File: src/rtl/wash_cycle_ctrl.sv
// Washing-machine sequencer: IDLE->FILL->WASH->RINSE->SPIN->IDLE, with optional
// double wash and cancel-to-spin. It drives the downstream Timer and advances on its Time_Event.
module wash_cycle_ctrl #(
  parameter logic [2:0] ENC_FILL  = 3'd0,
  parameter logic [2:0] ENC_WASH  = 3'd1,
  parameter logic [2:0] ENC_RINSE = 3'd2,
  parameter logic [2:0] ENC_SPIN  = 3'd3,
  parameter logic [2:0] ENC_IDLE  = 3'd7
) (
  input  logic       Clk,
  input  logic       Rst,
  input  logic       Coin_In,
  input  logic       Double_Wash,
  input  logic       Timer_Pause,
  input  logic       Cancel,
  input  logic       Time_Event,
  output logic [2:0] Timer_Encoding,
  output logic       Pause_Enable_T,
  output logic       Timer_Clear,
  output logic [2:0] State_Code,
  output logic       Wash_Done
);

  typedef enum logic [2:0] {
    IDLE  = 3'd0,
    FILL  = 3'd1,
    WASH  = 3'd2,
    RINSE = 3'd3,
    SPIN  = 3'd4
  } state_e;

  state_e     state_q, state_d;
  logic       dbl_q, dbl_d;
  logic       pass_q, pass_d;
  logic [2:0] enc_q, enc_d;
  logic       pause_q, pause_d;
  logic       clr_q, clr_d;
  logic       done_q, done_d;

  always_comb begin
    // NOTE: every signal gets a default first, so no path can infer a latch.
    state_d = IDLE;
    dbl_d   = dbl_q;
    pass_d  = pass_q;
    unique case (state_q)
      IDLE: begin
        if (Coin_In) begin
          state_d = FILL;
          dbl_d   = Double_Wash;
          pass_d  = 1'b0;
        end else begin
          state_d = IDLE;
        end
      end
      FILL:  state_d = Cancel ? SPIN : (Time_Event ? WASH : FILL);
      WASH:  state_d = Cancel ? SPIN : (Time_Event ? RINSE : WASH);
      RINSE: begin
        if (Cancel) begin
          state_d = SPIN;
        end else if (Time_Event) begin
          if (dbl_q && !pass_q) begin
            state_d = WASH;
            pass_d  = 1'b1;
          end else begin
            state_d = SPIN;
          end
        end else begin
          state_d = RINSE;
        end
      end
      // The registered pause, not the raw request, gates the event in SPIN.
      SPIN:    state_d = (Time_Event && !pause_q) ? IDLE : SPIN;
      default: state_d = IDLE;
    endcase

    unique case (state_d)
      FILL:    enc_d = ENC_FILL;
      WASH:    enc_d = ENC_WASH;
      RINSE:   enc_d = ENC_RINSE;
      SPIN:    enc_d = ENC_SPIN;
      default: enc_d = ENC_IDLE;
    endcase

    clr_d   = (state_d != state_q) && (state_d != IDLE);
    done_d  = (state_q == SPIN) && (state_d == IDLE);
    pause_d = (state_d == SPIN) && Timer_Pause;
  end

  // NOTE: sequential state uses non-blocking assignments only, so all registers
  // update together from values sampled before the edge.
  always_ff @(posedge Clk) begin
    if (Rst) begin
      state_q <= IDLE;
      dbl_q   <= 1'b0;
      pass_q  <= 1'b0;
      enc_q   <= ENC_IDLE;
      pause_q <= 1'b0;
      clr_q   <= 1'b0;
      done_q  <= 1'b0;
    end else begin
      state_q <= state_d;
      dbl_q   <= dbl_d;
      pass_q  <= pass_d;
      enc_q   <= enc_d;
      pause_q <= pause_d;
      clr_q   <= clr_d;
      done_q  <= done_d;
    end
  end

  assign State_Code     = state_q;
  assign Timer_Encoding = enc_q;
  assign Pause_Enable_T = pause_q;
  assign Timer_Clear    = clr_q;
  assign Wash_Done      = done_q;

endmodule
File: config.mk
export PLATFORM = sky130hd
export DESIGN_NAME = wash_cycle_ctrl
export DESIGN_NICKNAME = d
export VERILOG_FILES = /design/src/rtl/wash_cycle_ctrl.sv
export SDC_FILE = /design/constraint.sdc
export NUM_CORES = 1
export LEC_CHECK = 0
export CAP_MARGIN = 40
export CORE_AREA = 2 2 39 41
export CTS_BUF_LIST = sky130_fd_sc_hd__clkbuf_16
export DETAILED_ROUTE_END_ITERATION = 6
export DIE_AREA = 0 0 41 43
export GPL_TIMING_DRIVEN = 0
export PLACE_DENSITY = 0.7
export SKIP_CTS_REPAIR_TIMING = 1
export SLEW_MARGIN = 10
export SYNTH_ARGS = -nofsm -noshare
export SYNTH_HDL_FRONTEND = slang
export SYNTH_SLANG_ARGS = --single-unit
File: constraint.sdc
create_clock -name Clk -period 1.4 [get_ports Clk]
set_input_delay 0.28 -clock Clk [delete_from_list [all_inputs] [get_ports Clk]]
set_output_delay 0.28 -clock Clk [all_outputs]
set_load 0.05 [all_outputs]
# --- Word-level counts from Yosys, hierarchy flattened ---
# Index checks and enable logic that the tools add are counted.
word_totals:
  output_inout_bits: 9
  input_bits: 7
  register_bits: 11
  word_cells: 49
op_classes:
  n_mux: 16
  n_eq_ne: 13
  reduce_logical: 13
ops:
  columns: ["cell", "count"]
  rows:
  - ["$mux W3", 6]
  - ["$pmux W3 S5", 1]
  - ["$eq A3 B2 Y1 const B", 4]
  - ["$pmux W3 S4", 1]
  - ["$ne A2 B2 Y1 const B", 4]
  - ["$eq A3 B1 Y1 const B", 2]
  - ["$eq A3 B3 Y1 const B", 2]
  - ["$logic_not A3 Y1", 2]
  - ["$mux W1", 6]
  - ["$logic_and A1 B1 Y1", 5]
  - ["$reduce_and A5 Y1", 1]
  - ["$ne A3 B3 Y1", 1]
  - ["$reduce_bool A3 Y1", 1]
  - ["$logic_not A1 Y1", 2]
  - ["$mux W2", 1]
  - ["$pmux W1 S2", 1]
  - ["$reduce_and A2 Y1", 1]
  - ["$reduce_bool A2 Y1", 1]

# --- Longest topological paths before layout ---
# Gate-level depths: netlist of run 1.
logic_depth:
  ltp_word: 8
  mapped_depth: 5
  depth_no_buf: 5

# --- Worst setup path after synthesis of run 1 ---
# Ideal clock, no wire load.
synth_path:
  path_type: "reg-to-reg"
  start: "reg state_q[0] (netlist: State_Code[0])"
  end: "reg clr_q (netlist: Timer_Clear)"
  arrival_ns: 1.693
  synth_period_minus_slack_ns: 1.757
  path_stages_with_launch: 6
  slack_ns: -0.357
  t_required_ns: 1.336
  path_cell_list: "dfxtp_1 > or4b_1 > o311ai_2 > nor2_2 > a21o_1 > nor2_1"
synth_via:
  elab_chain_len: 4
  word_cells_on_any_way: 9
  cone_classes: "eq/ne (5); mux (1); reduce/logical (3)"
synth_lines:
  columns: ["element", "line_no", "text"]
  rows:
  - ["start: declaration", "32", "state_e state_q, state_d;"]
  - ["start signal: assignment", "101", "state_q <= state_d;"]
  - ["$eq A3 B3 Y1, or another cell as far along", "45", "unique case (state_q)"]
  - ["$pmux W3 S5", "45", null]
  - ["$ne A3 B3 Y1 or $reduce_bool A3 Y1 (tied branches)", "84", "clr_d = (state_d != state_q) && (state_d != IDLE);"]
  - ["$logic_and A1 B1 Y1 *", "84", null]
  - ["end signal: assignment", "106", "clr_q <= clr_d;"]
  - ["end: declaration", "37", "logic clr_q, clr_d;"]
# Mark *: on every way between the ends. The rest lies on a longest branch, timed or not.
# A chain may end at the register's enable or synchronous reset.

# --- Worst setup path in the final report of run 1 ---
layout_path:
  start: "reg state_q[1] (netlist: State_Code[1])"
  end: "reg clr_q (netlist: Timer_Clear)"
# The elaborated chain is that of the path after synthesis.

==> results of run 1 <==
==> sequential cells by signal (all words and copies together) (netlist names) <==
| signal | count |
|---|---|
| State_Code | 3 |
| Timer_Encoding | 3 |
| Wash_Done | 1 |
| Pause_Enable_T | 1 |
| pass_q | 1 |
| dbl_q | 1 |
| Timer_Clear | 1 |
==> through the flow <==
| step | util [%] | std cells | TNS, ns | instance area (sq um) | worst slack (ns) |
|---|---|---|---|---|---|
| after floorplan | - | 49 | -0.2304 | 500.5 | -0.07046 |
| after global placement | 48.46 | 80 | -3.802 | 670.6 | -0.5185 |
| after detailed placement | 48.46 | 80 | -3.920 | 670.6 | -0.5146 |
| after CTS | 54.16 | 84 | -3.807 | 749.5 | -0.3377 |
| after global routing | 59.04 | 88 | -1.153 | 817.0 | -0.2074 |
| final | 59.04 | 88 | -0.7656 | 817.0 | -0.1290 |
==> synth_stat cells <==
master / count / area [sq um]
dfxtp_1: 11 / 220.2
nor2_1: 6 / 22.52
a21oi_1: 3 / 15.01
inv_1: 2 / 7.510
mux2i_1: 2 / 20.02
nand2_1: 2 / 7.510
nand2b_1: 2 / 12.51
o21ai_0: 2 / 10.01
or2b_1: 2 / 15.01
a211oi_1: 1 / 7.510
a21o_1: 1 / 7.510
a31oi_1: 1 / 6.260
a32oi_1: 1 / 8.760
and3_1: 1 / 6.260
and3_2: 1 / 7.510
and4b_1: 1 / 10.01
nand3_1: 1 / 5.000
nand3b_1: 1 / 7.510
nand4bb_1: 1 / 11.26
nor2_2: 1 / 6.260
nor2b_1: 1 / 6.260
o211a_1: 1 / 10.01
o311ai_2: 1 / 16.27
or2_2: 1 / 6.260
or4b_1: 1 / 10.01
or4b_4: 1 / 13.76
==> worst max-delay path by stage <==
stage / from / endpoint / slack, ns
CTS: State_Code[2]$_SDFF_PP0_ / State_Code[2] / -0.34
finish: State_Code[1]$_SDFF_PP0_ / Timer_Clear$_SDFF_PP0_ / -0.13
detailed placement: Time_Event / Timer_Clear$_SDFF_PP0_ / -0.51
global route: State_Code[1]$_SDFF_PP0_ / Timer_Clear$_SDFF_PP0_ / -0.21
global placement: Time_Event / Timer_Clear$_SDFF_PP0_ / -0.52
floorplan: State_Code[0]$_SDFF_PP0_ / Timer_Encoding[0]$_SDFF_PP1_ / -0.07
==> kinds of logic after synthesis <==
logic type / count (synthesis) / synth area share (%)
AOI/OAI and AO/OA: 11 / 17.06
buffers and inverters: 2 / 1.575
DFF: 11 / 46.19
muxes: 2 / 4.200
and+or+nand+nor: 23 / 30.97
==> worst max-delay path, stage by stage, from the launching register on <==
cell	delay, ns
dfxtp_4	0.33
buf_6	0.11
or4b_4	0.56
o311ai_4	0.10
nor2_2	0.09
a21o_1	0.20
nor2_1	0.08
==> cells in the final DEF, fill, tap and decap left out, types with 2 or more instances in the layout <==
cell	netlist	layout
clkdlybuf4s50_1	0	3
dlymetal6s2s_1	0	10
dfxtp_4	0	2
nor2_1	6	5
a21oi_1	3	3
nor2_2	1	2
inv_1	2	3
mux2i_1	2	2
nand2b_1	2	2
or4b_4	1	2
nand2_1	2	2
o21ai_0	2	2
buf_4	0	3
dfxtp_1	11	8
clkbuf_16	0	3
or2b_1	2	2
clkbuf_2	0	2
==> cell type report <==
class | count | area, sq um | share of cell area [%]
Multi-Input combinational cell | 36 | 282.8 | 34.61
Sequential cell | 11 | 229.0 | 28.02
Clock buffer | 3 | 75.07 | 9.188
Timing Repair Buffer | 19 | 198.9 | 24.35
Clock inverter | 1 | 3.754 | 0.4594
Inverter | 2 | 7.507 | 0.9188
Tap cell | 16 | 20.02 | 2.450
==> routing by layer <==
metal | vias to the layer above | track usage [%] | share of wire, %
li1 | 225 | - | -
met2 | 6 | 20.00 | 53
met3 | 0 | 3.141 | 3.1
met4 | 0 | 10.00 | 0
met1 | 217 | 17.65 | 44
met5 | - | 0 | 0
==> power by group through the flow <==
| stage | clock network [W] | registers, W | logic, W |
|---|---|---|---|
| floorplan | 0 | 0.000413 | 0.0000657 |
| global placement | 0 | 0.000354 | 0.000192 |
| detailed placement | 0 | 0.000356 | 0.000193 |
| CTS | 0.000508 | 0.000350 | 0.000195 |
| global route | 0.000521 | 0.000352 | 0.000218 |
| finish | 0.000500 | 0.000350 | 0.000205 |
==> impl_metrics.env, run 1 <==
export IMPL_area_delta_synth_final_pct=71.39
export IMPL_synth_warnings=0
export IMPL_setup_viol=8
export IMPL_num_io_pins=16
export IMPL_cts_root_buffer="clkbuf_16"
export IMPL_vias_per_cell=5.091
export IMPL_slew_headroom_pct=65.45
export IMPL_routedWlPerCell_um=13.73
export IMPL_firstDrtPassIters=4
export IMPL_worstHoldPathType="reg2reg"
export IMPL_period_minus_slack_ns=1.529
export IMPL_syn_inst=49
export IMPL_reg2reg_from="State_Code[1]$_SDFF_PP0_"
export IMPL_die_area_sq_um=1763
export IMPL_power_leakage_nw=0.4363
export IMPL_slew_viol_final=0
export IMPL_htree_levels=1
export IMPL_avgSynthCellArea_sq_um=9.729
export IMPL_finalCritPeriodShare_pct=109.2
export IMPL_num_nets_final=80
export IMPL_cts_tree="yes"
export IMPL_grt_overflow=0
export IMPL_grtUsageTotal_pct=14.03
export IMPL_violations="negative setup slack"
export IMPL_final_hold_violation_count=0
export IMPL_cts_clk_slew_worst_paths_ns=0.04
export IMPL_cp_required_ns=1.57
export IMPL_die_height_um=43
export IMPL_place_gp_congestion=0.6782
export IMPL_switchingPower_w=0.0002635
export IMPL_cp_max_fo=3
export IMPL_drc_errors=0
export IMPL_first_global_vias=411
export IMPL_max_cap_violations=0
export IMPL_ir_drop_uv=633.1
export IMPL_wl_um=1208
export IMPL_drt_iter0_drc=3
export IMPL_die_w_um=41
export IMPL_holdWs_ns=0.4905
export IMPL_min_from="pass_q$_SDFFE_PP0P_"
export IMPL_switching_share_pct=24.99
export IMPL_cts_buffers=3
export IMPL_postRouteAntennaNets=0
export IMPL_ys_seq_elements=11
export IMPL_setup_worst_path_class="reg2reg"
export IMPL_io_buffers=15
export IMPL_fin_ws_ns=-0.1290
export IMPL_tightestPinTransition_ns=0.5175
export IMPL_min_to="pass_q$_SDFFE_PP0P_"
export IMPL_initial_core_util_pct=34.45
export IMPL_rsz0062_at_grt="true"
export IMPL_synth_nets=56
export IMPL_pwr_share_seq_pct=33.2
export IMPL_start_kind="register"
export IMPL_worstReg2RegEnd="Timer_Clear$_SDFF_PP0_"
export IMPL_cp_arrival_ns=1.70
export IMPL_power_total_w=0.001054
export IMPL_syn_area_sq_um=476.7
export IMPL_power_internal_w=0.0007909
export IMPL_fillCellCount=115
export IMPL_r2r_setup_slack_ns=-0.13
export IMPL_end_kind="register"
export IMPL_r2r_cells=6
export IMPL_cts_buffer_depth=2
export IMPL_grt_pass1_wl_um=1621
export IMPL_drive_above_1_share_pct=30.56
export IMPL_insertion_delay_ns=0.23
export IMPL_status="finished, violations left"
export IMPL_clock_sinks=11
export IMPL_fmax_ghz=0.6540
export IMPL_grt_start_max_net_pins=11
export IMPL_core_area_sq_um=1384
export IMPL_fin_skew_ns=0.0007225
export IMPL_vias=448
export IMPL_hpwl_um=756.3
export IMPL_p_clk_share_pct=47.4
export IMPL_synth_seq_area_share_pct=46.19
export IMPL_comb_power_share_pct=19.4
export IMPL_grt_antenna_before_repair=0
export IMPL_antenna_cells=0
export IMPL_hold_depth=2
export IMPL_synth_cell_types=26
export IMPL_fp_row_count=14
export IMPL_p_per_area_nw_per_um2=1291
Note: power is estimated with default switching activity, not from simulation.
==> inputs of run 2 (changes only) <==
--- a/config.mk
+++ b/config.mk
@@ -5,11 +5,11 @@
 export SDC_FILE = /design/constraint.sdc
 export NUM_CORES = 1
 export LEC_CHECK = 0
-export CAP_MARGIN = 40
 export CORE_AREA = 2 2 39 41
 export CTS_BUF_LIST = sky130_fd_sc_hd__clkbuf_16
 export DETAILED_ROUTE_END_ITERATION = 6
 export DIE_AREA = 0 0 41 43
+export GPL_ROUTABILITY_DRIVEN = 0
 export GPL_TIMING_DRIVEN = 0
 export PLACE_DENSITY = 0.7
 export SKIP_CTS_REPAIR_TIMING = 1
==> results of run 2 <==
Final layout, timing and power as in run 1 (identical DEF).
